**config.mk**
```make
export PLATFORM = sky130hd
export DESIGN_NAME = uart_rx_port
export DESIGN_NICKNAME = d
export VERILOG_FILES = /design/src/rtl/uart_pkg.sv /design/src/rtl/uart_rx_fifo.sv /design/src/rtl/uart_rx_port.sv
export SDC_FILE = /design/constraint.sdc
export NUM_CORES = 1
export LEC_CHECK = 0
export BUFFER_PORTS_ARGS = -buffer_cell sky130_fd_sc_hd__buf_2
export CORE_MARGIN = 5
export CORE_UTILIZATION = 25
export DETAILED_ROUTE_END_ITERATION = 10
export GPL_ROUTABILITY_DRIVEN = 0
export GPL_TIMING_DRIVEN = 1
export MAX_ROUTING_LAYER = met4
export PLACE_DENSITY = 0.4
export SYNTH_ARGS = -nofsm -noshare
export SYNTH_HDL_FRONTEND = slang
export SYNTH_SLANG_ARGS = --single-unit
export TNS_END_PERCENT = 100
```
**constraint.sdc**
```tcl
create_clock -name i_clk -period 3.7 [get_ports i_clk]
set_input_delay 0.74 -clock i_clk [delete_from_list [all_inputs] [get_ports i_clk]]
set_output_delay 0.74 -clock i_clk [all_outputs]
set_load 0.02 [all_outputs]
```
**src/rtl/uart_pkg.sv**
```systemverilog
// Purpose : shared types and constants for the memory-mapped 8N1 UART receiver.
// Latency : n/a (types, constants and one pure helper function only).
// Backpr. : n/a.
// Contents:
//   state_e                 receiver FSM states
//   ADDR_DATA/ADDR_STATUS   bus register offsets
//   ST_*                    STATUS register bit positions
//   pack_status()           assembles the STATUS word from its fields
package uart_pkg;

  typedef enum logic [1:0] {
    IDLE  = 2'd0,
    START = 2'd1,
    DATA  = 2'd2,
    STOP  = 2'd3
  } state_e;

  // Register offsets on the 1-bit address bus
  localparam logic ADDR_DATA   = 1'b0;
  localparam logic ADDR_STATUS = 1'b1;

  // STATUS register layout
  localparam int ST_VALID   = 0;
  localparam int ST_FULL    = 1;
  localparam int ST_OVR     = 2;
  localparam int ST_FERR    = 3;
  localparam int ST_CNT_LSB = 4;
  localparam int ST_CNT_W   = 5;  // bits [8:4]; wide enough for a 16-entry count

  // Every bit not named above reads as zero.
  function automatic logic [31:0] pack_status(
    input logic                valid,
    input logic                full,
    input logic                ovr,
    input logic                ferr,
    input logic [ST_CNT_W-1:0] cnt
  );
    logic [31:0] s;
    s                          = '0;
    s[ST_VALID]                = valid;
    s[ST_FULL]                 = full;
    s[ST_OVR]                  = ovr;
    s[ST_FERR]                 = ferr;
    s[ST_CNT_LSB +: ST_CNT_W]  = cnt;
    return s;
  endfunction

endpackage

```
**src/rtl/uart_rx_fifo.sv**
```systemverilog
// Purpose : small synchronous FIFO holding received bytes until the CPU reads them.
// Latency : push visible in o_count/o_empty the cycle after the push edge; o_pop_dat is the
//           head entry, combinational from the registered read pointer.
// Backpr. : a push into a full FIFO with no pop in the same cycle is dropped and pulses
//           o_ovf; push+pop while full both proceed; pop while empty is ignored.
// Ports:
//   i_clk, i_rst_n         clock, async active-low reset
//   i_push, i_push_dat     write strobe and byte
//   i_pop                  read strobe (advances the head)
//   o_pop_dat              current head byte (undefined content when empty)
//   o_full, o_empty        occupancy flags
//   o_count                number of stored entries, 0..DEPTH
//   o_ovf                  single-cycle pulse for a dropped push
module uart_rx_fifo #(
  parameter int DEPTH = 4,
  parameter int W     = 8
) (
  input  logic                       i_clk,
  input  logic                       i_rst_n,
  input  logic                       i_push,
  input  logic [W-1:0]               i_push_dat,
  input  logic                       i_pop,
  output logic [W-1:0]               o_pop_dat,
  output logic                       o_full,
  output logic                       o_empty,
  output logic [$clog2(DEPTH):0]     o_count,
  output logic                       o_ovf
);

  localparam int AW = $clog2(DEPTH);
  localparam int NW = AW + 1;

  logic [W-1:0]  r_mem [DEPTH];
  logic [AW-1:0] r_wptr;
  logic [AW-1:0] r_rptr;
  logic [NW-1:0] r_count;

  logic w_do_pop;
  logic w_do_push;

  assign o_full    = (r_count == NW'(DEPTH));
  assign o_empty   = (r_count == '0);
  assign o_count   = r_count;
  assign o_pop_dat = r_mem[r_rptr];

  // A pop frees a slot in the same edge, so a push into a full FIFO is
  // accepted whenever it coincides with a real pop.
  assign w_do_pop  = i_pop & ~o_empty;
  assign w_do_push = i_push & (~o_full | w_do_pop);
  assign o_ovf     = i_push & o_full & ~w_do_pop;

  // Pointers wrap naturally because DEPTH is a power of two.
  always_ff @(posedge i_clk or negedge i_rst_n) begin
    if (!i_rst_n) begin
      r_wptr  <= '0;
      r_rptr  <= '0;
      r_count <= '0;
    end else begin
      if (w_do_push) r_wptr <= r_wptr + 1'b1;
      if (w_do_pop)  r_rptr <= r_rptr + 1'b1;
      case ({w_do_push, w_do_pop})
        2'b10:   r_count <= r_count + 1'b1;
        2'b01:   r_count <= r_count - 1'b1;
        default: r_count <= r_count;
      endcase
    end
  end

  // Storage needs no reset: entries are only read once the count covers them.
  always_ff @(posedge i_clk) begin
    if (w_do_push) r_mem[r_wptr] <= i_push_dat;
  end

endmodule

```
**src/rtl/uart_rx_port.sv**
```systemverilog
// Purpose : memory-mapped 8N1 UART receiver: rx synchronizer, bit-timing FSM, byte FIFO,
//           DATA/STATUS read port and a level interrupt for pending data.
// Latency : byte available ~2 + DIV/2 + 9*DIV cycles after the rx falling edge; bus_rd in
//           cycle N returns o_bus_rdata in cycle N+1.
// Backpr. : none on rx; bytes arriving with the FIFO full (and no same-cycle DATA read)
//           are dropped and latch the overrun flag.
// Ports:
//   i_clk, i_rst_n         system clock, async active-low reset
//   i_rx                   asynchronous serial input, idle high
//   i_bus_rd, i_bus_addr   one-cycle read strobe; address 0 = DATA, 1 = STATUS
//   o_bus_rdata            registered read data, held between reads
//   o_irq                  high while the FIFO holds at least one byte
module uart_rx_port
  import uart_pkg::*;
#(
  parameter int DIV   = 278,  // clock cycles per bit, >= 4
  parameter int DEPTH = 4     // FIFO entries, power of two in 2..16
) (
  input  logic        i_clk,
  input  logic        i_rst_n,
  input  logic        i_rx,
  input  logic        i_bus_rd,
  input  logic        i_bus_addr,
  output logic [31:0] o_bus_rdata,
  output logic        o_irq
);

  localparam int CW = $clog2(DIV);
  localparam int NW = $clog2(DEPTH) + 1;

  // First tick lands in the middle of the start bit; later ticks are one bit apart.
  localparam logic [CW-1:0] HALF_LOAD = CW'(DIV / 2 - 1);
  localparam logic [CW-1:0] FULL_LOAD = CW'(DIV - 1);

  // ---------------------------------------------------------------------------
  // Synchronizer: reset to the idle (high) level so a reset never fakes a start bit.
  // ---------------------------------------------------------------------------
  logic r_sync1;
  logic r_sync2;
  logic w_rx_s;

  always_ff @(posedge i_clk or negedge i_rst_n) begin
    if (!i_rst_n) begin
      r_sync1 <= 1'b1;
      r_sync2 <= 1'b1;
    end else begin
      r_sync1 <= i_rx;
      r_sync2 <= r_sync1;
    end
  end

  assign w_rx_s = r_sync2;

  // ---------------------------------------------------------------------------
  // Receive FSM
  // ---------------------------------------------------------------------------
  state_e        r_state;
  logic [CW-1:0] r_cnt;
  logic [2:0]    r_bitidx;
  logic [7:0]    r_shreg;

  logic w_tick;
  logic w_stop_tick;
  logic w_push;
  logic w_ferr_set;

  assign w_tick      = (r_cnt == '0);
  assign w_stop_tick = (r_state == STOP) && w_tick;
  // The push is taken straight from the stop-bit sample so the byte lands in the
  // FIFO on the same edge the stop bit is judged.
  assign w_push      = w_stop_tick &&  w_rx_s;
  assign w_ferr_set  = w_stop_tick && !w_rx_s;

  always_ff @(posedge i_clk or negedge i_rst_n) begin
    if (!i_rst_n) begin
      r_state  <= IDLE;
      r_cnt    <= '0;
      r_bitidx <= '0;
      r_shreg  <= '0;
    end else begin
      case (r_state)
        IDLE: begin
          if (!w_rx_s) begin
            r_cnt   <= HALF_LOAD;
            r_state <= START;
          end
        end

        START: begin
          if (w_tick) begin
            if (!w_rx_s) begin
              r_cnt    <= FULL_LOAD;
              r_bitidx <= '0;
              r_state  <= DATA;
            end else begin
              // Line went back high by mid start bit: treat as a glitch.
              r_state  <= IDLE;
            end
          end else begin
            r_cnt <= r_cnt - 1'b1;
          end
        end

        DATA: begin
          if (w_tick) begin
            r_shreg  <= {w_rx_s, r_shreg[7:1]};  // LSB arrives first
            r_cnt    <= FULL_LOAD;
            r_bitidx <= r_bitidx + 1'b1;
            if (r_bitidx == 3'd7) r_state <= STOP;
          end else begin
            r_cnt <= r_cnt - 1'b1;
          end
        end

        STOP: begin
          // Return to IDLE at mid stop bit so a back-to-back start edge is not missed.
          if (w_tick) r_state <= IDLE;
          else        r_cnt   <= r_cnt - 1'b1;
        end

        default: r_state <= IDLE;
      endcase
    end
  end

  // ---------------------------------------------------------------------------
  // FIFO
  // ---------------------------------------------------------------------------
  logic [7:0]    w_head;
  logic          w_full;
  logic          w_empty;
  logic [NW-1:0] w_count;
  logic          w_ovf;
  logic          w_pop;
  logic          w_rd_data;
  logic          w_rd_status;

  assign w_rd_data   = i_bus_rd && (i_bus_addr == ADDR_DATA);
  assign w_rd_status = i_bus_rd && (i_bus_addr == ADDR_STATUS);
  assign w_pop       = w_rd_data && !w_empty;

  uart_rx_fifo #(
    .DEPTH (DEPTH),
    .W     (8)
  ) u_fifo (
    .i_clk      (i_clk),
    .i_rst_n    (i_rst_n),
    .i_push     (w_push),
    .i_push_dat (r_shreg),
    .i_pop      (w_pop),
    .o_pop_dat  (w_head),
    .o_full     (w_full),
    .o_empty    (w_empty),
    .o_count    (w_count),
    .o_ovf      (w_ovf)
  );

  // ---------------------------------------------------------------------------
  // Sticky error flags. A STATUS read clears them, but an error arriving on the
  // same edge wins so it is never lost between two reads.
  // ---------------------------------------------------------------------------
  logic r_ovr;
  logic r_ferr;

  always_ff @(posedge i_clk or negedge i_rst_n) begin
    if (!i_rst_n) begin
      r_ovr  <= 1'b0;
      r_ferr <= 1'b0;
    end else begin
      r_ovr  <= w_ovf      | (r_ovr  & ~w_rd_status);
      r_ferr <= w_ferr_set | (r_ferr & ~w_rd_status);
    end
  end

  // ---------------------------------------------------------------------------
  // Read port: registered data, held between accesses. STATUS returns the
  // pre-edge flags, i.e. the values being cleared.
  // ---------------------------------------------------------------------------
  always_ff @(posedge i_clk or negedge i_rst_n) begin
    if (!i_rst_n) begin
      o_bus_rdata <= '0;
    end else if (i_bus_rd) begin
      if (i_bus_addr == ADDR_DATA) begin
        o_bus_rdata <= w_empty ? 32'd0 : {24'd0, w_head};
      end else begin
        o_bus_rdata <= pack_status(!w_empty, w_full, r_ovr, r_ferr, ST_CNT_W'(w_count));
      end
    end
  end

  assign o_irq = (w_count != '0);

endmodule

```
Yosys cells after proc, flatten, opt, wreduce, memory -nomap -nowiden

Memories as Yosys holds them, arrays and structs flattened.
Cells that the tools add are included.

Memories: 1
RAM bits: 32
Memory bits (read-only): 0
Bits of input ports: 5
Output and inout bits: 33
Register bits after elaboration: 65
Logic and storage cells: 88
Bits in latches: 0

Memory list:

| memory       | words | bits a word | read ports | clocked after memory_dff | write ports | line               | source |
|---|---|---|---|---|---|---|---|
| u_fifo.r_mem | 4     | 8           | 1          | 0                        | 1           | uart_rx_fifo.sv:33 | `logic [W-1:0] r_mem [DEPTH];` |

Reduce and logical (&&, ||, !) cells: 18
Multipliers: 0
Shifts and indexed selects: 0
Divide/modulo/power cells: 0
$lt $le $gt $ge: 0
Add/subtract/negate cells: 6
Bitwise logic cells: 14
Eq/ne operators: 15
Muxes and demuxes: 22

Operator list:

| operator                                         | count |
|---|---|
| 2-to-1 mux 9 bit                                 | 5 |
| case mux 9 bit (4 select lines)                  | 1 |
| 2-to-1 mux 32 bit                                | 1 |
| inequality test 2 bit, second input constant     | 7 |
| 2-to-1 mux 2 bit                                 | 6 |
| case mux 3 bit (2 select lines)                  | 2 |
| zero test 9 bit                                  | 1 |
| 2-to-1 mux 3 bit                                 | 3 |
| subtractor 9 x 1 -> 9 bit, second input constant | 1 |
| 2-to-1 mux 8 bit                                 | 1 |
| case mux 2 bit (4 select lines)                  | 1 |
| adder 3 x 1 -> 3 bit, second input constant      | 2 |
| bitwise AND 1 bit                                | 6 |
| == test 2 bit, second input constant             | 3 |
| == test 3 bit, second input constant             | 2 |
| logical AND 1 bit                                | 6 |
| NOT 1 bit                                        | 5 |
| AND reduction 5 bit                              | 1 |
| adder 2 x 1 -> 2 bit, second input constant      | 2 |
| == test 2 x 1 -> 1 bit, second input constant    | 2 |
| AND reduction 4 bit                              | 1 |
| nonzero test 2 bit                               | 2 |
| zero test 3 bit                                  | 1 |
| inequality test 3 bit, second input constant     | 1 |
| 8 further kinds                                  | 12 |

Depth between registers and ports, before layout

Gate-level depths: netlist of the first run.

Depth in word-level cells: 8
Depth in mapped cells: 14
Gate-level depth less buffers: 12

Modules after synthesis

Synthesis of the first run repeated with hierarchy kept, for this count alone.

Cells, all modules: 284
Area, all modules: 3616.0 sq um

By module, submodules not included:

| module       | times used | area an instance (sq um) | cells each |
|---|---|---|---|
| uart_rx_port | 1          | 2018.2                   | 203 |
| uart_rx_fifo | 1          | 1597.8                   | 81 |

Least setup slack after synthesis of the first run

OpenSTA, ideal clock, no wires.

Path kind: register -> register
From: register r_cnt[0]
To: register u_fifo.r_count[1] (netlist: u_fifo.o_count[1])
Required time: 3.617 ns
Setup time: 0.083 ns
Buffers on the path: 2
Path slack: 1.138 ns
Data arrival time: 2.479 ns
Clock period less this slack: 2.562 ns
Cell stages (with the launch flop): 13
Path through: dfrtp_1 inv_1 ha_1 or4b_4 buf_6 nor2_4 and4_1 buf_2 inv_1 ha_1 inv_1 fa_1 o21ai_0

Word-level cells in the longest chain between the ends: 6
Elaborated cells between the ends (all ways): 8

RTL lines:

| what                                                                  | line                | source |
|---|---|---|
| from (decl)                                                           | uart_rx_port.sv:58  | `logic [CW-1:0] r_cnt;` |
| from (signal assigned)                                                | uart_rx_port.sv:100 | `r_cnt <= r_cnt - 1'b1;` |
| from (signal assigned)                                                | uart_rx_port.sv:111 | `r_cnt <= r_cnt - 1'b1;` |
| from (signal assigned)                                                | uart_rx_port.sv:118 | `else r_cnt <= r_cnt - 1'b1;` |
| zero test 9 bit (*)                                                   | uart_rx_port.sv:67  | `assign w_tick = (r_cnt == '0);` |
| logical AND 1 bit (*)                                                 | uart_rx_port.sv:68  | `assign w_stop_tick = (r_state == STOP) && w_tick;` |
| logical AND 1 bit (*)                                                 | uart_rx_port.sv:71  | `assign w_push = w_stop_tick && w_rx_s;` |
| bitwise AND 1 bit (*)                                                 | uart_rx_fifo.sv:49  | `assign w_do_push = i_push & (~o_full \| w_do_pop);` |
| == test 2 x 1 -> 1 bit or == test 2 bit (tied branches)               | uart_rx_fifo.sv:61  | `case ({w_do_push, w_do_pop})` |
| case mux 3 bit (2 select lines) or nonzero test 2 bit (tied branches) | --                  |  |
| to (signal assigned)                                                  | uart_rx_fifo.sv:62  | `2'b10: r_count <= r_count + 1'b1;` |
| to (signal assigned)                                                  | uart_rx_fifo.sv:63  | `2'b01: r_count <= r_count - 1'b1;` |
| to (signal assigned)                                                  | uart_rx_fifo.sv:64  | `default: r_count <= r_count;` |
| to (decl)                                                             | uart_rx_fifo.sv:36  | `logic [NW-1:0] r_count;` |

Mark *: on every way between the ends. The rest lies on a longest branch, timed or not.
A chain may end at the register's enable or synchronous reset.

Worst setup path in the final report of the first run

From: register r_cnt[6]
To: register u_fifo.r_count[2] (netlist: u_fifo.o_count[2])

The elaborated chain is that of the path after synthesis.

==> insert_results.sql, run 1 <==
INSERT INTO impl_metrics (metric_group, metric, value, unit) VALUES
('routing', 'ant_nets', '0', ''),
('floorplan', 'boundaryPins', '38', ''),
('timing', 'tightest_slew', '1.000', 'ns'),
('run_status', 'run_status', 'completed', ''),
('timing', 'fin_skew', '0.008190', 'ns'),
('routing', 'detailed_route_iter0_violations', '115', ''),
('clock_tree', 'cts_resized', '0', ''),
('finish', 'layout_common_cells', 'sky130_fd_sc_hd__dfrtp_1, sky130_fd_sc_hd__edfxtp_1, sky130_fd_sc_hd__conb_1, sky130_fd_sc_hd__inv_1, sky130_fd_sc_hd__nand2_1', ''),
('finish', 'antenna_cells', '0', ''),
('yosys', 'synthArstFlopShare', '0.5616', ''),
('yosys', 'synth_warnings', '0', ''),
('finish', 'stdcell_area', '4088', 'sq um'),
('clock_tree', 'cts_tree', 'yes', ''),
('worst_setup_path', 'endpoint_kind', 'register', ''),
('yosys', 'synth_edf_count', '32', ''),
('timing', 'number_of_endpoints_with_negative_hold_slack_in_the_final_report', '0', ''),
('grt', 'grt_antenna_before_repair', '0', ''),
('clock_tree', 'numClockSinks', '73', ''),
('timing', 'rsz0062_at_grt', 'no', ''),
('grt', 'maximum_number_of_pins_on_one_net_before_global_route_repair', '42', ''),
('routing', 'drt-wirelength-per-cell', '14.94', 'um'),
('yosys', 'synth_area', '3671', 'sq um'),
('place', 'port-buffer-count', '13', ''),
('pwr', 'leakage', '1.692', 'nW'),
('finish', 'synthToLayoutAreaGrowth', '11.35', '%'),
('place', 'dpl-instance-area', '3790', 'sq um'),
('worst_setup_path', 'cp_data_arrival_time', '2.96', 'ns'),
('pwr', 'power_density', '503.8', 'nW/um^2'),
('floorplan', 'die-area', '17210', 'sq um'),
('worst_setup_path', 'worstSetupStartpointType', 'register', ''),
('grt', 'gr-total-overflow', '0', ''),
('yosys', 'ys_seq_area_frac', '0.5419', ''),
('timing', 'slew_viol_final', '0', ''),
('clock_tree', 'cts_root_buf', 'sky130_fd_sc_hd__clkbuf_16', ''),
('yosys', 'post_synth.cell_area_avg', '12.53', 'sq um'),
('worst_setup_path', 'rrSetupSlack', '0.95', 'ns'),
('floorplan', 'fp.coreArea', '14480', 'sq um'),
('clock_tree', 'cts.repair_timing.setup_buffer_count', '0', ''),
('run', 'drv_cap', '0', ''),
('timing', 'timing.final.crit_period', '2.750', 'ns'),
('hold_path', 'hold_path.class', 'reg2reg', ''),
('clock_tree', 'cts.htree.levels', '3', ''),
('finish', 'drive_above_1_share', '0.1981', ''),
('floorplan', 'floorplan.initialDensity', '0.2535', ''),
('grt', 'grtUsageTotal', '0.09190', ''),
('clock_tree', 'clockBufferDepth', '2', ''),
('routing', 'drt_first_pass_iters', '4', ''),
('routing', 'routed_wire_length', '7349', 'um'),
('floorplan', 'floorplan.die.height', '131.2', 'um'),
('yosys', 'ys_dominant_reg_cell', 'sky130_fd_sc_hd__dfrtp_1', ''),
('yosys', 'ffs_latches_synth', '73', ''),
('place', 'dp.final_hpwl', '5005', 'um'),
('floorplan', 'rows', '44', ''),
('worst_setup_path', 'worst-path-max-fanout', '8', ''),
('clock_tree', 'numCtsBuffers', '9', ''),
('routing', 'drcViolationCount', '0', ''),
('timing', 'achievable-frequency', '0.3637', 'GHz'),
('timing', 'final.period_utilization', '0.7431', ''),
('yosys', 'syn-instance-count', '293', ''),
('timing', 'slew_headroom', '0.3333', ''),
('routing', 'via_per_inst', '4.455', ''),
('finish', 'most_common_cell_after_layout_fill_and_taps_aside', 'sky130_fd_sc_hd__dfrtp_1', ''),
('floorplan', 'dieWidth', '131.2', 'um'),
('pwr', 'power.ir.vdd_worst', '0.2307', 'mV'),
('grt', 'wire_length_of_the_first_global_routing_pass', '12230', 'um'),
('grt', 'first_global_vias', '2218', ''),
('timing', 'total_negative_setup_slacks', '0', 'ns'),
('timing', 'finalSetupViolCount', '0', ''),
('finish', 'num-nets-final', '323', ''),
('clock_tree', 'clk_transition_reported_paths', '0.06', 'ns'),
('worst_setup_path', 'critical_path_class', 'reg2reg', ''),
('clock_tree', 'clk-insertion-delay-late', '0.33', 'ns'),
('routing', 'route.vias.total', '2192', ''),
('clock_tree', 'hold_buffers', '0', ''),
('yosys', 'number_of_distinct_standard_cells_referenced_by_the_synthesized_netlist', '60', ''),
('worst_setup_path', 'critical_path_required', '3.91', 'ns');
## state kept, by name (all words and copies together), names as in the netlist, named ones only
| signal | flops |
|---|---|
| r_cnt | 9 |
| r_ovr | 1 |
| o_bus_rdata | 8 |
| r_sync1 | 1 |
| r_state | 1 |
| r_sync2 | 1 |
| r_bitidx | 3 |
| u_fifo.r_mem | 32 |
| r_ferr | 1 |
| r_shreg | 8 |
| u_fifo.o_count | 3 |
| u_fifo.r_rptr | 2 |
| u_fifo.r_wptr | 2 |
## metrics by stage
stage / util / setup WS (ns) / total power, mW / hold slack (ns) / cells
after CTS: 0.2823 / 0.9321 / 2.103 / 0.3568 / 492
after global routing: 0.2823 / 0.7509 / 2.178 / 0.3674 / 492
after floorplan: - / 1.138 / 1.167 / 0.3452 / 316
final: 0.2823 / 0.9504 / 2.059 / 0.3557 / 492
after global placement: 0.2618 / 1.010 / 1.219 / 0.3467 / 476
after detailed placement: 0.2618 / 0.9449 / 1.221 / 0.3484 / 476
## worst max-delay path: stages (launching register included)
cell                      delay, ns
sky130_fd_sc_hd__dfrtp_1       0.41
sky130_fd_sc_hd__or4_1         0.76
sky130_fd_sc_hd__nor2_4        0.23
sky130_fd_sc_hd__and4_1        0.35
sky130_fd_sc_hd__inv_1         0.08
sky130_fd_sc_hd__ha_1          0.22
sky130_fd_sc_hd__inv_1         0.07
sky130_fd_sc_hd__fa_1          0.17
sky130_fd_sc_hd__xor2_1        0.15
sky130_fd_sc_hd__nor2_1        0.06
sky130_fd_sc_hd__xor2_1        0.14
## routing by layer
| metal | track usage | vias to the layer above | wire (um) |
|---|---|---|---|
| li1 | - | 1051 | - |
| met2 | 0.1408 | 37 | 3458 |
| met3 | 0.01950 | 6 | 243 |
| met4 | 0.03811 | 0 | 111 |
| met5 | - | - | 0 |
| met1 | 0.1183 | 1098 | 3535 |
## cell type report
class | instances | area [sq um]
Timing Repair Buffer | 15 | 80.08
Tap cell | 184 | 230.2
Sequential cell | 73 | 1989
Fill cell | 1510 | 10390
Clock buffer | 10 | 229.0
Inverter | 19 | 71.32
Multi-Input combinational cell | 185 | 1419
Clock inverter | 6 | 68.82
## kinds of logic (layout without fill, tap and decap cells)
kind of cell	after synthesis	after routing	share of synthesized area
AOI/OAI and AO/OA	61	61	0.1244
xor gates and xnor gates	6	6	0.01432
adders and majority gates	15	15	0.05317
buffers and inverters	58	50	0.09509
DFF	73	73	0.5419
muxes	19	19	0.08214
other	1	24	0.001022
and+or+nand+nor	60	60	0.08793
## where the power goes
| part | switching [mW] | internal (mW) | leakage, nW |
|---|---|---|---|
| clock | 0.337 | 0.525 | 0.143 |
| sequential | 0.0885 | 0.885 | 0.888 |
| combinational | 0.127 | 0.0956 | 0.661 |
## synth_stat cells, types with 2 or more instances
cell / n / share of area
sky130_fd_sc_hd__dfrtp_1: 39 / 0.27
sky130_fd_sc_hd__edfxtp_1: 32 / 0.26
sky130_fd_sc_hd__buf_4: 25 / 0.051
sky130_fd_sc_hd__inv_1: 19 / 0.019
sky130_fd_sc_hd__nand2_1: 15 / 0.015
sky130_fd_sc_hd__ha_1: 14 / 0.048
sky130_fd_sc_hd__nor2_1: 12 / 0.012
sky130_fd_sc_hd__o21ai_0: 11 / 0.015
sky130_fd_sc_hd__a21oi_1: 10 / 0.014
sky130_fd_sc_hd__mux2_2: 8 / 0.025
sky130_fd_sc_hd__mux4_2: 8 / 0.049
sky130_fd_sc_hd__clkbuf_1: 7 / 0.0072
sky130_fd_sc_hd__nor3_1: 7 / 0.0095
sky130_fd_sc_hd__a22oi_1: 5 / 0.010
sky130_fd_sc_hd__a211oi_1: 4 / 0.0082
sky130_fd_sc_hd__and2_1: 4 / 0.0068
sky130_fd_sc_hd__buf_6: 4 / 0.012
sky130_fd_sc_hd__nand3_1: 4 / 0.0055
sky130_fd_sc_hd__nand2b_1: 3 / 0.0051
sky130_fd_sc_hd__nor4_1: 3 / 0.0051
sky130_fd_sc_hd__o221ai_1: 3 / 0.0072
sky130_fd_sc_hd__xnor2_1: 3 / 0.0072
sky130_fd_sc_hd__xor2_1: 3 / 0.0072
sky130_fd_sc_hd__a211o_2: 2 / 0.0055
sky130_fd_sc_hd__a221o_1: 2 / 0.0055
sky130_fd_sc_hd__a31oi_1: 2 / 0.0034
sky130_fd_sc_hd__a32o_1: 2 / 0.0055
sky130_fd_sc_hd__buf_2: 2 / 0.0027
sky130_fd_sc_hd__dfstp_2: 2 / 0.014
sky130_fd_sc_hd__mux2i_1: 2 / 0.0055
sky130_fd_sc_hd__nor3b_1: 2 / 0.0041
sky130_fd_sc_hd__o2111ai_1: 2 / 0.0048
sky130_fd_sc_hd__o211ai_1: 2 / 0.0041
sky130_fd_sc_hd__o21bai_1: 2 / 0.0041
sky130_fd_sc_hd__o31ai_1: 2 / 0.0041
sky130_fd_sc_hd__or4_1: 2 / 0.0041
## final timing paths
| check | start | endpoint | cells past startpoint |
|---|---|---|---|
| max in group asynchronous | i_rst_n | u_fifo.o_count[2] | 1 |
| worst min register to register | r_sync1 | r_sync2 | 0 |
| worst min-delay path | r_sync1 | r_sync2 | 0 |
| worst max-delay path | r_cnt[6] | u_fifo.o_count[2] | 10 |
| worst max register to register | r_cnt[6] | u_fifo.o_count[2] | 10 |
| min in group asynchronous | i_rst_n | r_cnt[3] | 1 |
Power figures use the tool's default switching activity.
==> run 2: changes to the inputs <==
==> constraint.sdc (replaced) <==
create_clock -name i_clk -period 2.7 [get_ports i_clk]
set_input_delay 0.54 -clock i_clk [delete_from_list [all_inputs] [get_ports i_clk]]
set_output_delay 0.54 -clock i_clk [all_outputs]
set_load 0.02 [all_outputs]
==> insert_results.sql, run 2 (synthesis gave the netlist of run 1 again) <==
INSERT INTO impl_metrics (metric_group, metric, value, unit) VALUES
('worst_setup_path', 'cp_data_arrival_time', '2.80', 'ns'),
('finish', 'layout_common_cells', 'sky130_fd_sc_hd__dfrtp_1, sky130_fd_sc_hd__edfxtp_1, sky130_fd_sc_hd__conb_1, sky130_fd_sc_hd__inv_1, sky130_fd_sc_hd__nand2_1', ''),
('pwr', 'clockPowerShare', '0.402', ''),
('floorplan', 'rows', '44', ''),
('routing', 'drcViolationCount', '0', ''),
('routing', 'routed_wire_length', '7610', 'um'),
('finish', 'area_of_combinational_cells_with_multiple_inputs', '1419', 'sq um'),
('finish', 'largest_register', 'u_fifo.r_mem', ''),
('timing', 'rsz0062_at_grt', 'no', ''),
('clock_tree', 'cts.htree.levels', '3', ''),
('floorplan', 'fp.coreArea', '14480', 'sq um'),
('worst_setup_path', 'worst_setup_path_endpoint', 'u_fifo.o_count[1]', ''),
('floorplan', 'boundaryPins', '38', ''),
('clock_tree', 'cts_resized', '0', ''),
('timing', 'achievable-frequency', '0.3933', 'GHz'),
('clock_tree', 'clk-insertion-delay-late', '0.34', 'ns'),
('timing', 'slew_headroom', '0.5401', ''),
('pwr', 'cell_internal_power', '1.969', 'mW'),
('floorplan', 'dieWidth', '131.2', 'um'),
('worst_setup_path', 'critical_path_class', 'reg2reg', ''),
('floorplan', 'floorplan.initialDensity', '0.2535', ''),
('finish', 'fillers', '1505', ''),
('clock_tree', 'numClockSinks', '73', ''),
('pwr', 'p_comb_frac', '0.114', ''),
('grt', 'grtUsageTotal', '0.09465', ''),
('floorplan', 'die-area', '17210', 'sq um'),
('place', 'dp.final_hpwl', '5324', 'um'),
('worst_setup_path', 'worst-r2r-cell-count', '10', ''),
('floorplan', 'floorplan.die.height', '131.2', 'um'),
('routing', 'drt-wirelength-per-cell', '15.10', 'um'),
('timing', 'slew_viol_final', '0', ''),
('clock_tree', 'cts_tree', 'yes', ''),
('finish', 'antenna_cells', '0', ''),
('finish', 'largest_reg_flops', '32', ''),
('finish', 'stdcell_area', '4194', 'sq um'),
('run', 'drv_cap', '0', ''),
('worst_setup_path', 'rrSetupSlack', '0.16', 'ns'),
('timing', 'total_negative_setup_slacks', '0', 'ns'),
('grt', 'wire_length_of_the_first_global_routing_pass', '12510', 'um'),
('routing', 'via_per_inst', '4.444', ''),
('place', 'dpl-instance-area', '3925', 'sq um'),
('pwr', 'swShare', '0.2838', ''),
('pwr', 'power.ir.vdd_worst', '0.2845', 'mV'),
('routing', 'drt_first_pass_iters', '4', ''),
('clock_tree', 'hold_buffers', '0', ''),
('pwr', 'power_density', '655.6', 'nW/um^2'),
('grt', 'first_global_vias', '2241', ''),
('finish', 'synthToLayoutAreaGrowth', '14.25', '%'),
('finish', 'most_common_cell_after_layout_fill_and_taps_aside', 'sky130_fd_sc_hd__dfrtp_1', ''),
('routing', 'route.vias.total', '2240', ''),
('timing', 'fin_skew', '0.006320', 'ns'),
('worst_setup_path', 'timing.rr.start', 'r_cnt[0]', ''),
('worst_setup_path', 'worstSetupStartpointType', 'register', ''),
('clock_tree', 'numCtsBuffers', '9', ''),
('worst_setup_path', 'worst-path-max-fanout', '6', ''),
('pwr', 'leakage', '1.755', 'nW'),
('routing', 'detailed_route_iter0_violations', '116', ''),
('finish', 'num-nets-final', '336', ''),
('pwr', 'switchingPower', '0.7804', 'mW'),
('place', 'port-buffer-count', '13', ''),
('pwr', 'power_frac_seq', '0.484', ''),
('timing', 'tightest_slew', '0.6884', 'ns'),
('grt', 'grt_antenna_before_repair', '0', ''),
('clock_tree', 'clockBufferDepth', '2', ''),
('worst_setup_path', 'endpoint_kind', 'register', ''),
('hold_path', 'hold_path.class', 'in2async', ''),
('timing', 'timing.final.crit_period', '2.542', 'ns'),
('worst_setup_path', 'timing.critical_path.from', 'r_cnt[0]', ''),
('clock_tree', 'cts_root_buf', 'sky130_fd_sc_hd__clkbuf_16', ''),
('timing', 'finalSetupViolCount', '0', ''),
('timing', 'final.period_utilization', '0.9416', ''),
('finish', 'drive_above_1_share', '0.2313', ''),
('finish', 'top_registers', 'u_fifo.r_mem (32), r_cnt (9)', ''),
('clock_tree', 'clk_transition_reported_paths', '0.06', 'ns'),
('finish', 'final-seq-area', '1989', 'sq um'),
('timing', 'number_of_endpoints_with_negative_hold_slack_in_the_final_report', '0', ''),
('worst_setup_path', 'critical_path_required', '2.95', 'ns'),
('grt', 'gr-total-overflow', '0', ''),
('routing', 'ant_nets', '0', ''),
('clock_tree', 'cts.repair_timing.setup_buffer_count', '0', ''),
('run_status', 'run_status', 'completed', ''),
('worst_setup_path', 'timing.rr.end', 'u_fifo.o_count[1]', ''),
('grt', 'maximum_number_of_pins_on_one_net_before_global_route_repair', '21', '');
[run 2: cell types whose count changed in the layout (fill, tap and decap cells not counted), sizes merged]
cell / delta
inv: +1
bufinv: -1
clkbuf: -1
buf: +13
[run 2: worst min path at each step]
stage,startpoint,to,cells past startpoint
global route,i_rst_n,r_cnt[2],1
detailed placement,r_sync1,r_sync2,0
CTS,i_rst_n,r_cnt[1],1
floorplan,i_rst_n,asynchronous set/reset pin,0
global placement,r_sync1,r_sync2,0
finish,i_rst_n,r_cnt[2],1
[run 2: stage by stage]
step	hold slack (ns)	std cells	power, mW	util	setup WS (ns)
2_1_floorplan	0.2444	316	1.599	-	0.1381
3_3_place_gp	0.3472	489	1.676	0.2711	0.2304
3_5_place_dp	0.3487	489	1.676	0.2711	0.1816
4_1_cts	0.1682	504	2.807	0.2897	0.1334
5_1_grt	0.1971	504	2.898	0.2897	0.02388
6_report	0.1615	504	2.750	0.2897	0.1577
[run 2: layout make-up]
cell class,instances,area share
Sequential cell,73,0.4743
Multi-Input combinational cell,185,0.3383
Tap cell,184,0.05489
Clock buffer,9,0.05370
Timing Repair Buffer,28,0.05131
Inverter,19,0.01700
Clock inverter,6,0.01044
[run 2: metal layers]
metal	global-route usage	up-vias	routed length, um
met1	0.1214	1109	3596
met4	0.03291	0	117
met3	0.03096	7	394
met5	-	-	0
li1	-	1073	-
met2	0.1405	51	3501
[run 2: critical path, cell delays in order (launching register included)]
cell                      delay [ns]
sky130_fd_sc_hd__dfrtp_1        0.43
sky130_fd_sc_hd__inv_1          0.10
sky130_fd_sc_hd__ha_1           0.16
sky130_fd_sc_hd__or4b_4         0.48
sky130_fd_sc_hd__nor2_4         0.13
sky130_fd_sc_hd__and4_1         0.23
sky130_fd_sc_hd__inv_1          0.05
sky130_fd_sc_hd__ha_1           0.21
sky130_fd_sc_hd__inv_1          0.07
sky130_fd_sc_hd__fa_1           0.40
sky130_fd_sc_hd__o21ai_0        0.18
[run 2: power by group through the flow]
| stage | sequential (mW) | clock (mW) | combinational, mW |
|---|---|---|---|
| floorplan | 1.30 | 0 | 0.300 |
| global placement | 1.36 | 0 | 0.313 |
| detailed placement | 1.36 | 0 | 0.319 |
| CTS | 1.34 | 1.15 | 0.320 |
| global route | 1.35 | 1.19 | 0.353 |
| finish | 1.33 | 1.11 | 0.314 |
==> run 3: changes to the inputs <==
--- a/config.mk
+++ b/config.mk
@@ -5,6 +5,7 @@
 export SDC_FILE = /design/constraint.sdc
 export NUM_CORES = 1
 export LEC_CHECK = 0
+export ABC_AREA = 1
 export BUFFER_PORTS_ARGS = -buffer_cell sky130_fd_sc_hd__buf_2
 export CORE_MARGIN = 5
 export CORE_UTILIZATION = 25
==> insert_results.sql, run 3 <==
INSERT INTO impl_metrics (metric_group, metric, value, unit) VALUES
('worst_setup_path', 'endpoint_kind', 'register', ''),
('finish', 'largest_register', 'u_fifo.r_mem', ''),
('timing', 'slew_viol_final', '0', ''),
('grt', 'gr-total-overflow', '0', ''),
('finish', 'antenna_cells', '0', ''),
('grt', 'maximum_number_of_pins_on_one_net_before_global_route_repair', '41', ''),
('yosys', 'syn-instance-count', '385', ''),
('routing', 'drcViolationCount', '0', ''),
('floorplan', 'fp.coreArea', '14530', 'sq um'),
('yosys', 'post_synth.cell_area_avg', '9.616', 'sq um'),
('clock_tree', 'cts_tree', 'yes', ''),
('timing', 'timing.final.crit_period', '2.384', 'ns'),
('yosys', 'synth_top_cells_by_area', 'sky130_fd_sc_hd__dfrtp_1, sky130_fd_sc_hd__edfxtp_1, sky130_fd_sc_hd__nand2_1', ''),
('yosys', 'post-synth-top-area-cell', 'sky130_fd_sc_hd__dfrtp_1', ''),
('pwr', 'p_comb_frac', '0.200', ''),
('pwr', 'design_power_total', '3.094', 'mW'),
('finish', 'layout_common_cells', 'sky130_fd_sc_hd__nand2_1, sky130_fd_sc_hd__inv_1, sky130_fd_sc_hd__dfrtp_1, sky130_fd_sc_hd__nand3_1, sky130_fd_sc_hd__edfxtp_1', ''),
('routing', 'route.vias.total', '2475', ''),
('clock_tree', 'cts_root_buf', 'sky130_fd_sc_hd__clkbuf_16', ''),
('yosys', 'synth_edf_count', '32', ''),
('worst_setup_path', 'cp_data_arrival_time', '2.64', 'ns'),
('worst_setup_path', 'critical_path_required', '2.96', 'ns'),
('finish', 'final-seq-area', '1989', 'sq um'),
('clock_tree', 'hold_buffers', '0', ''),
('timing', 'rsz0062_at_grt', 'no', ''),
('pwr', 'cell_internal_power', '2.068', 'mW'),
('yosys', 'ys_seq_area_frac', '0.5373', ''),
('timing', 'number_of_endpoints_with_negative_hold_slack_in_the_final_report', '0', ''),
('finish', 'num-nets-final', '429', ''),
('clock_tree', 'numCtsBuffers', '9', ''),
('floorplan', 'boundaryPins', '38', ''),
('pwr', 'switchingPower', '1.026', 'mW'),
('pwr', 'power.ir.vdd_worst', '0.2709', 'mV'),
('floorplan', 'rows', '44', ''),
('floorplan', 'die-area', '17340', 'sq um'),
('place', 'dp.final_hpwl', '5572', 'um'),
('pwr', 'swShare', '0.3317', ''),
('timing', 'tightest_slew', '0.9559', 'ns'),
('finish', 'area_of_combinational_cells_with_multiple_inputs', '1420', 'sq um'),
('clock_tree', 'cts.repair_timing.setup_buffer_count', '0', ''),
('yosys', 'synth_commonest_cells', 'sky130_fd_sc_hd__nand2_1, sky130_fd_sc_hd__inv_1, sky130_fd_sc_hd__dfrtp_1', ''),
('clock_tree', 'clk_transition_reported_paths', '0.06', 'ns'),
('run_status', 'run_status', 'completed', ''),
('pwr', 'leakage', '1.947', 'nW'),
('yosys', 'post-synth-top-count-cell', 'sky130_fd_sc_hd__nand2_1', ''),
('yosys', 'synth_warnings', '0', ''),
('finish', 'largest_reg_flops', '32', ''),
('clock_tree', 'numClockSinks', '73', ''),
('timing', 'final.period_utilization', '0.8830', ''),
('timing', 'total_negative_setup_slacks', '0', 'ns'),
('timing', 'fin_skew', '0.006474', 'ns'),
('grt', 'wire_length_of_the_first_global_routing_pass', '13150', 'um'),
('worst_setup_path', 'critical_path_class', 'reg2reg', ''),
('clock_tree', 'cts_resized', '0', ''),
('yosys', 'synth.top_cell.area_share', '0.2636', ''),
('timing', 'achievable-frequency', '0.4195', 'GHz'),
('grt', 'grt_antenna_before_repair', '0', ''),
('place', 'port-buffer-count', '13', ''),
('pwr', 'clockPowerShare', '0.371', ''),
('finish', 'most_common_cell_after_layout_fill_and_taps_aside', 'sky130_fd_sc_hd__nand2_1', ''),
('yosys', 'number_of_distinct_standard_cells_referenced_by_the_synthesized_netlist', '36', ''),
('run', 'drv_cap', '0', ''),
('yosys', 'ffs_latches_synth', '73', ''),
('hold_path', 'hold_path.class', 'in2reg', ''),
('grt', 'grtUsageTotal', '0.09935', ''),
('worst_setup_path', 'worstSetupStartpointType', 'register', ''),
('floorplan', 'floorplan.initialDensity', '0.2547', ''),
('finish', 'final_util', '0.2892', ''),
('finish', 'synthToLayoutAreaGrowth', '13.52', '%'),
('finish', 'fillers', '1544', ''),
('grt', 'first_global_vias', '2513', ''),
('timing', 'slew_headroom', '0.3628', ''),
('routing', 'routed_wire_length', '7847', 'um'),
('finish', 'top_registers', 'u_fifo.r_mem (32), r_cnt (9)', ''),
('clock_tree', 'clk-insertion-delay-late', '0.34', 'ns'),
('yosys', 'synth_area', '3702', 'sq um'),
('pwr', 'power_frac_seq', '0.429', ''),
('routing', 'via_per_inst', '4.139', ''),
('finish', 'drive_above_1_share', '0.1715', ''),
('timing', 'finalSetupViolCount', '0', ''),
('yosys', 'synthArstFlopShare', '0.5616', ''),
('routing', 'drt_first_pass_iters', '4', ''),
('yosys', 'ys_dominant_reg_cell', 'sky130_fd_sc_hd__dfrtp_1', ''),
('routing', 'detailed_route_iter0_violations', '155', ''),
('clock_tree', 'cts.htree.levels', '3', ''),
('routing', 'drt-wirelength-per-cell', '13.12', 'um'),
('pwr', 'power_density', '736.1', 'nW/um^2'),
('routing', 'ant_nets', '0', ''),
('clock_tree', 'clockBufferDepth', '2', ''),
('worst_setup_path', 'worst-path-max-fanout', '6', ''),
('floorplan', 'floorplan.die.height', '131.7', 'um'),
('floorplan', 'dieWidth', '131.7', 'um');
## run 3: changes by cell type after synthesis, sizes merged, moves of 8 or more
cell / previous run / this run
nor2: 13 / 40
mux2: 9 / 0
mux4: 8 / 0
inv: 19 / 43
nand2: 15 / 98
o21ai: 13 / 22
nand3: 5 / 36
## run 3: final timing paths
kind / start / to / slack, ns / cells after the start
worst max-delay path: r_cnt[0] / u_fifo.o_count[1] / 0.32 / 13
worst min-delay path: i_rx / r_sync1 / 0.30 / 1
worst max register to register: r_cnt[0] / u_fifo.o_count[1] / 0.32 / 13
worst min register to register: r_sync1 / r_sync2 / 0.36 / 0
max in group asynchronous: i_rst_n / r_sync1 / 1.66 / 2
min in group asynchronous: i_rst_n / r_cnt[6] / 0.35 / 1
## run 3: area by class of cell
class,instances,area share
repair buffers,19,0.02620
clock inverters,7,0.01429
inverters,44,0.03989
clock buffers,9,0.05359
well taps,184,0.05478
flip-flops and latches,73,0.4734
multi-input cells,262,0.3379
## run 3: power by group through the flow
stage	combinational, mW	clock [mW]	sequential [mW]
after detailed placement	0.629	0	1.35
after global placement	0.638	0	1.35
after CTS	0.630	1.19	1.33
after global routing	0.702	1.24	1.34
final	0.620	1.15	1.33
after floorplan	0.416	0	1.37
## run 3: cells by family after synthesis
logic type	count (synthesis)	share of synthesized area
buf+inv	73	0.1024
other cells	1	0.001013
compound gates	40	0.06793
flops	73	0.5373
simple gates	177	0.2244
fa+ha+maj	15	0.05272
xor+xnor	6	0.01419
## run 3: through the flow
| step | worst slack, ns | instance area, sq um | std cells | hold WS [ns] |
|---|---|---|---|---|
| 2_1_floorplan | 0.5403 | 3789 | 408 | 0.2444 |
| 3_3_place_gp | 0.2872 | 3918 | 582 | 0.3462 |
| 3_5_place_dp | 0.2165 | 3918 | 582 | 0.3490 |
| 4_1_cts | 0.3016 | 4203 | 598 | 0.2767 |
| 5_1_grt | 0.1208 | 4203 | 598 | 0.2812 |
| 6_report | 0.3160 | 4203 | 598 | 0.2973 |
## run 3: worst max-delay path, cell delays in order, from the launching register on
cell and delay, ns:
sky130_fd_sc_hd__dfrtp_1 0.38, sky130_fd_sc_hd__inv_1 0.14, sky130_fd_sc_hd__ha_1 0.19, sky130_fd_sc_hd__inv_1 0.05, sky130_fd_sc_hd__nor2_2 0.11, sky130_fd_sc_hd__nand2_4 0.08, sky130_fd_sc_hd__nor2_8 0.14, sky130_fd_sc_hd__nand3_4 0.10
sky130_fd_sc_hd__nor2_4 0.15, sky130_fd_sc_hd__inv_4 0.07, sky130_fd_sc_hd__ha_1 0.19, sky130_fd_sc_hd__inv_1 0.09, sky130_fd_sc_hd__fa_1 0.41, sky130_fd_sc_hd__o21ai_0 0.19
## run 3: layer usage
layer,up-vias,share of wire,track usage
li1,1247,-,-
met1,1170,0.48,0.1229
met2,45,0.45,0.1518
met3,13,0.045,0.02561
met4,0,0.021,0.04686
met5,-,0,-
